<file path="src/rtl/tree_pkg.sv">
// Shared tree definitions: address width, walker state encoding and node-word field helpers.
package tree_pkg;
  localparam int NODE_ADDR_SIZE = 8;

  localparam logic [2:0] ST_IDLE  = 3'd0;
  localparam logic [2:0] ST_FETCH = 3'd1;
  localparam logic [2:0] ST_SCAN  = 3'd2;
  localparam logic [2:0] ST_CMP   = 3'd3;
  localparam logic [2:0] ST_RESP  = 3'd4;

  function automatic int node_size(input int id_size, input int slots, input int addr_size);
    return id_size + slots * addr_size;
  endfunction

  // LSB of child slot k; the identifier occupies the bottom of the word.
  function automatic int child_lsb(input int k, input int id_size, input int addr_size);
    return id_size + k * addr_size;
  endfunction
endpackage

</file>
<file path="src/rtl/user_tree_pkg.sv">
// User-tunable tree geometry: identifier width and child slots per node.
package user_tree_pkg;
  localparam int IDENTIFIER_SIZE     = 8;
  localparam int MAX_NODES_PER_LEVEL = 4;
endpackage

</file>
<file path="src/rtl/tree_walker_stats.sv">
// Saturating hit/miss counters, stepped once per response handshake.
module tree_walker_stats (
  input  logic        clk,
  input  logic        rst_n,
  input  logic        resp_fire,
  input  logic        resp_hit,
  output logic [15:0] hit_count,
  output logic [15:0] miss_count
);
  always_ff @(posedge clk or negedge rst_n) begin
    if (!rst_n) begin
      hit_count  <= '0;
      miss_count <= '0;
    end else if (resp_fire) begin
      if (resp_hit && hit_count != 16'hFFFF)
        hit_count <= hit_count + 16'd1;
      if (!resp_hit && miss_count != 16'hFFFF)
        miss_count <= miss_count + 16'd1;
    end
  end
endmodule

</file>
<file path="src/rtl/tree_walker.sv">
// Walks a child-slot tree one identifier token at a time, reporting hit/miss per token.
// Define TREE_WALKER_STATS_EN to add the hit_count/miss_count outputs.
//   state | meaning
//   IDLE  | waiting for a token
//   FETCH | read current node
//   SCAN  | test child slot k, read the child if present
//   CMP   | compare child id against the token
//   RESP  | hold the result until match_ready
module tree_walker
  import tree_pkg::*;
#(
  parameter int IDENTIFIER_SIZE     = user_tree_pkg::IDENTIFIER_SIZE,
  parameter int MAX_NODES_PER_LEVEL = user_tree_pkg::MAX_NODES_PER_LEVEL,
  parameter int NODE_ADDR_SIZE      = tree_pkg::NODE_ADDR_SIZE,
  localparam int NODE_SIZE = tree_pkg::node_size(IDENTIFIER_SIZE, MAX_NODES_PER_LEVEL, NODE_ADDR_SIZE)
) (
  input  logic                       clk,
  input  logic                       rst_n,
  input  logic                       tok_valid,
  output logic                       tok_ready,
  input  logic [IDENTIFIER_SIZE-1:0] tok_id,
  input  logic                       tok_last,
  output logic                       node_rd_en,
  output logic [NODE_ADDR_SIZE-1:0]  node_rd_addr,
  input  logic [NODE_SIZE-1:0]       node_rd_data,
  output logic                       match_valid,
  input  logic                       match_ready,
  output logic                       match_hit,
`ifdef TREE_WALKER_STATS_EN
  output logic [15:0]                hit_count,
  output logic [15:0]                miss_count,
`endif
  output logic [NODE_ADDR_SIZE-1:0]  match_addr
);
  localparam int K_W = (MAX_NODES_PER_LEVEL > 1) ? $clog2(MAX_NODES_PER_LEVEL) : 1;

  logic [2:0]                 state;
  logic [K_W-1:0]             k;
  logic [NODE_ADDR_SIZE-1:0]  cur_addr;
  logic [IDENTIFIER_SIZE-1:0] id_q;
  logic                       last_q;
  logic [NODE_SIZE-1:0]       node_q;
  logic                       scan_first;
  logic [NODE_SIZE-1:0]       child_word;
  logic [NODE_ADDR_SIZE-1:0]  child_k;
  logic                       id_match;
  logic                       resp_fire;

  // The first SCAN cycle sees the fetched node straight off the bus while it is captured.
  assign child_word = scan_first ? node_rd_data : node_q;
  assign child_k    = child_word[child_lsb(int'(k), IDENTIFIER_SIZE, NODE_ADDR_SIZE) +: NODE_ADDR_SIZE];
  assign id_match   = (node_rd_data[IDENTIFIER_SIZE-1:0] == id_q) && (id_q != '0);

  assign tok_ready    = (state == ST_IDLE);
  assign node_rd_en   = (state == ST_FETCH) || ((state == ST_SCAN) && (child_k != '0));
  assign node_rd_addr = (state == ST_FETCH) ? cur_addr : child_k;
  assign resp_fire    = (state == ST_RESP) && match_valid && match_ready;

  always_ff @(posedge clk or negedge rst_n) begin
    if (!rst_n) begin
      state       <= ST_IDLE;
      k           <= '0;
      cur_addr    <= '0;
      id_q        <= '0;
      last_q      <= 1'b0;
      node_q      <= '0;
      scan_first  <= 1'b0;
      match_valid <= 1'b0;
      match_hit   <= 1'b0;
      match_addr  <= '0;
    end else begin
      scan_first <= 1'b0;
      case (state)
        ST_IDLE: begin
          if (tok_valid) begin
            id_q   <= tok_id;
            last_q <= tok_last;
            state  <= ST_FETCH;
          end
        end
        ST_FETCH: begin
          k          <= '0;
          scan_first <= 1'b1;
          state      <= ST_SCAN;
        end
        ST_SCAN: begin
          if (scan_first)
            node_q <= node_rd_data;
          if (child_k == '0) begin
            match_hit  <= 1'b0;
            match_addr <= cur_addr;
            state      <= ST_RESP;
          end else begin
            state <= ST_CMP;
          end
        end
        ST_CMP: begin
          if (id_match) begin
            match_hit   <= 1'b1;
            match_addr  <= child_k;
            match_valid <= 1'b1;
            state       <= ST_RESP;
          end else if (k == K_W'(MAX_NODES_PER_LEVEL - 1)) begin
            match_hit  <= 1'b0;
            match_addr <= cur_addr;
            state      <= ST_RESP;
          end else begin
            k     <= k + 1'b1;
            state <= ST_SCAN;
          end
        end
        ST_RESP: begin
          // A miss publishes one cycle after entering RESP; a hit is already valid on entry.
          if (!match_valid) begin
            match_valid <= 1'b1;
          end else if (match_ready) begin
            match_valid <= 1'b0;
            if (last_q)
              cur_addr <= '0;
            else if (match_hit)
              cur_addr <= match_addr;
            state <= ST_IDLE;
          end
        end
        default: state <= ST_IDLE;
      endcase
    end
  end

`ifdef TREE_WALKER_STATS_EN
  tree_walker_stats u_stats (
    .clk        (clk),
    .rst_n      (rst_n),
    .resp_fire  (resp_fire),
    .resp_hit   (match_hit),
    .hit_count  (hit_count),
    .miss_count (miss_count)
  );
`endif
endmodule

</file>
<file path="config.mk">
export PLATFORM = sky130hd
export DESIGN_NAME = tree_walker
export DESIGN_NICKNAME = d
export VERILOG_FILES = /design/src/rtl/tree_pkg.sv /design/src/rtl/user_tree_pkg.sv /design/src/rtl/tree_walker_stats.sv /design/src/rtl/tree_walker.sv
export SDC_FILE = /design/constraint.sdc
export NUM_CORES = 1
export LEC_CHECK = 0
export ABC_AREA = 0
export CAP_MARGIN = 10
export CORE_MARGIN = 4
export CORE_UTILIZATION = 52
export CTS_CLUSTER_DIAMETER = 120
export DETAILED_ROUTE_END_ITERATION = 10
export PLACE_DENSITY = 0.92
export RECOVER_POWER = 100
export SLEW_MARGIN = 0
export SYNTH_ARGS = -nofsm -noshare
export SYNTH_HDL_FRONTEND = slang
export SYNTH_SLANG_ARGS = --single-unit
</file>
<file path="constraint.sdc">
create_clock -name clk -period 3.5 [get_ports clk]
set_input_delay 0.35 -clock clk [delete_from_list [all_inputs] [get_ports clk]]
set_output_delay 0.35 -clock clk [all_outputs]
set_load 0.1 [all_outputs]
</file>
==> flow_metrics.env <==
export IMPL_wl_um=8582
export IMPL_critPathBufInv=2
export IMPL_regArea_sq_mm=0.001628
export IMPL_io_pin_count=73
export IMPL_synth_warnings=0
export IMPL_hold_path_startpoint="node_q[24]$_DFFE_PN0N_"
export IMPL_synth_edff_count=0
export IMPL_dpl_instance_area_sq_mm=0.004372
export IMPL_first_global_vias=2876
export IMPL_max_freq_ghz=0.3059
export IMPL_dieWidth_um=90.90
export IMPL_htreeDepth=3
export IMPL_post_drt_wl_per_cell_um=18.66
export IMPL_violations="capacitance limit, slew limit"
export IMPL_use_met3_pct=5.083
export IMPL_cts_resized=0
export IMPL_cp_startpoint="scan_first$_DFF_PN0_"
export IMPL_crit_chain="buf_4 > mux4_2 > mux2_2 > nor4_4 > and2_0 > o21bai_1 > buf_12"
export IMPL_skew_ps=9.962
export IMPL_synth_most_common_cell="dfrtp_1"
export IMPL_clkSlewWorstSetupHoldPaths_ps=70
export IMPL_antenna_found_initial=0
export IMPL_ant_nets=0
export IMPL_syn_nets=355
export IMPL_endpoint_kind="primary output"
export IMPL_crit_fanout=11
export IMPL_clock_latency_ps=340
export IMPL_multi_input_area_sq_mm=0.001795
export IMPL_gp_congestion=0.8175
export IMPL_avgViaCountPerCell=6.126
export IMPL_stdcell_area_sq_mm=0.004506
export IMPL_port_buffers=72
export IMPL_synth_simple_gate_area_share_pct=9.454
export IMPL_hold_path_class="flip-flop to flip-flop"
export IMPL_drive_gt1_share_pct=15.93
export IMPL_synthXorXnorAreaFrac_pct=1.716
export IMPL_grt_overflow_total=0
export IMPL_synth_top_family_by_area="multiplexers"
export IMPL_synth_mux_area_share_pct=27.49
export IMPL_synth_compound_area_share_pct=11.59
export IMPL_vias=2818
export IMPL_post_place_ws_ps=557.7
export IMPL_initial_utilization_pct=55.02
export IMPL_syn_area_sq_mm=0.003573
export IMPL_synthTopCellsByArea="dfrtp_1 (46%), mux4_2 (8.8%), mux2_1 (7.2%)"
export IMPL_crit_family="multiplexers"
export IMPL_nets=432
export IMPL_use_met1_pct=27.42
export IMPL_rows=29
export IMPL_fin_util_pct=69.37
export IMPL_hpwl_um=6293
export IMPL_tritoncts="built"
export IMPL_hold_violations=0
export IMPL_maxCapViolations=1
export IMPL_drt_iter0_markers=153
export IMPL_syn_area_per_cell_sq_um=11.87
export IMPL_outcome="complete, but fails checks"
export IMPL_insertedDiodeCount=0
export IMPL_cts_buffers=9
export IMPL_core_area_sq_mm=0.006495
export IMPL_synthToLayoutAreaGrowth_pct=26.09
export IMPL_first_pass_iters=5
export IMPL_synthCells=301
export IMPL_grt_busiest_layer="met2"
export IMPL_root_buffer="clkbuf_8"
export IMPL_async_flop_share_pct=100.0
export IMPL_worstSetupPathType="flip-flop to primary output"
export IMPL_maxSlewHeadroom_pct=-41.71
export IMPL_rsz0062_at_grt="false"
export IMPL_grt_first_pass_wirelength_um=14120
export IMPL_fin_ws_ps=230.5
export IMPL_setup_viol_count_final=0
export IMPL_die_area_sq_mm=0.008262
export IMPL_synth_adder_area_share_pct=0.3501
export IMPL_ys_ff_latch=65
export IMPL_critPathLaunchType="flip-flop"
export IMPL_slowest_stage="dfrtp_2"
export IMPL_clock_sinks=65
export IMPL_netlist_cell_type_count=47
export IMPL_worstPathRequired_ps=3150
export IMPL_critPathArrivalTime_ps=2920
export IMPL_yosysTopAreaCell="dfrtp_1"
export IMPL_synth_commonest_cells="dfrtp_1 (65), mux2i_1 (25), mux2_1 (23)"
export IMPL_r2r_start="scan_first$_DFF_PN0_"
export IMPL_ctsHoldBuffers=0
export IMPL_fin_crit_sh_pct=93.41
export IMPL_cpPeakStageDelay_ps=540
export IMPL_fillers=434
export IMPL_synth_top_area_share_pct=45.52
export IMPL_drv_slew=40
export IMPL_ys_seq_area_share_pct=45.52
export IMPL_cts_buffer_depth=2
export IMPL_grt_usage_pct=21.37
export IMPL_chipHeight_um=90.90
export IMPL_drc=0
export IMPL_worstMarginPinSlew_ps=2126
export IMPL_synthFlopType="dfrtp_1"
export IMPL_period_needed_ps=3270
export IMPL_finalSetupTns_ps=0
export IMPL_use_met2_pct=34.59
export IMPL_grt_max_degree=40
==> cell type report <==
| cell class | count | area share, % |
|---|---|---|
| clock buffer | 13 | 3.527 |
| clock inverter | 3 | 0.3332 |
| inverter | 11 | 0.9164 |
| multi-input combinational | 206 | 39.85 |
| sequential | 65 | 36.13 |
| tap | 77 | 2.138 |
| timing repair buffer | 85 | 17.11 |
==> worst register-to-register path: stages, from the launching register on <==
cell	delay [ps]
dfrtp_2	540
buf_4	290
mux4_2	530
mux2_2	340
nor4_4	340
clkbuf_1	140
nand3_1	310
a31o_1	350
==> metal layers <==
metal | wire length (um) | vias up
met5 | 0 | -
met1 | 3510 | 1393
met4 | 243 | 0
met2 | 4248 | 121
li1 | - | 1278
met3 | 579 | 26
==> logic make-up after synthesis <==
logic type / after synthesis
buf+inv: 30
flops: 65
xor+xnor: 7
compound gates: 67
mux: 73
simple gates: 58
fa+ha+maj: 1
==> registers in the layout (all words and copies together) (netlist names) <==
name and count:
last_q 1, state 3, match_hit 1, cur_addr 8, scan_first 1, match_addr 8, k 2, node_q 32
match_valid 1, id_q 8
==> final timing paths <==
path                                          end  slack [ps]  depth (start not counted)
min in group asynchronous  node_q[13]$_DFFE_PN0N_         620                          1
max                                    node_rd_en         230                          7
min reg2reg                node_q[24]$_DFFE_PN0N_         480                          1
max in group asynchronous     id_q[0]$_DFFE_PN0P_        1290                          2
max reg2reg                 match_hit$_DFFE_PN0P_         560                          7
min                        node_q[24]$_DFFE_PN0N_         480                          1
==> placed cells by master, fill, tap and decap left out, types with 2 or more instances in the layout <==
| master | synthesis | final |
|---|---|---|
| nand2_1 | 22 | 22 |
| nor4_4 | 2 | 2 |
| xor2_1 | 7 | 7 |
| nor4_1 | 3 | 3 |
| a21oi_1 | 18 | 18 |
| clkdlybuf4s50_1 | 0 | 51 |
| nand3b_1 | 8 | 8 |
| mux4_2 | 14 | 14 |
| inv_1 | 10 | 11 |
| nor3_1 | 1 | 2 |
| mux2_1 | 23 | 23 |
| buf_4 | 0 | 10 |
| a32oi_1 | 8 | 8 |
| mux4_1 | 2 | 2 |
| and2_0 | 0 | 3 |
| a31o_1 | 1 | 2 |
| mux2_2 | 8 | 8 |
| nor2_1 | 10 | 10 |
| dfrtp_1 | 65 | 64 |
| o21ai_0 | 7 | 24 |
| clkbuf_8 | 0 | 11 |
| clkinv_2 | 0 | 3 |
| dlygate4sd3_1 | 0 | 11 |
| nand3_1 | 1 | 2 |
| clkbuf_2 | 0 | 8 |
| o21bai_1 | 2 | 2 |
| clkbuf_1 | 12 | 6 |
| mux2i_1 | 25 | 25 |
| o21ai_1 | 21 | 4 |
==> repair_timing <==
item	4_1_cts	5_1_grt
setup buffers	0	2
endpoints found under the setup margin	0	1
endpoints found under the hold margin	0	0
==> metrics by stage <==
step | hold WS [ps] | instances
2_1_floorplan | 54.41 | 301
3_3_place_gp | 462.3 | 442
3_5_place_dp | 470.8 | 442
4_1_cts | 162.0 | 458
5_1_grt | 503.0 | 460
6_report | 481.5 | 460
Power is not shown: default switching activity piles up to over one toggle a cycle in this logic, so the estimate is an artifact.
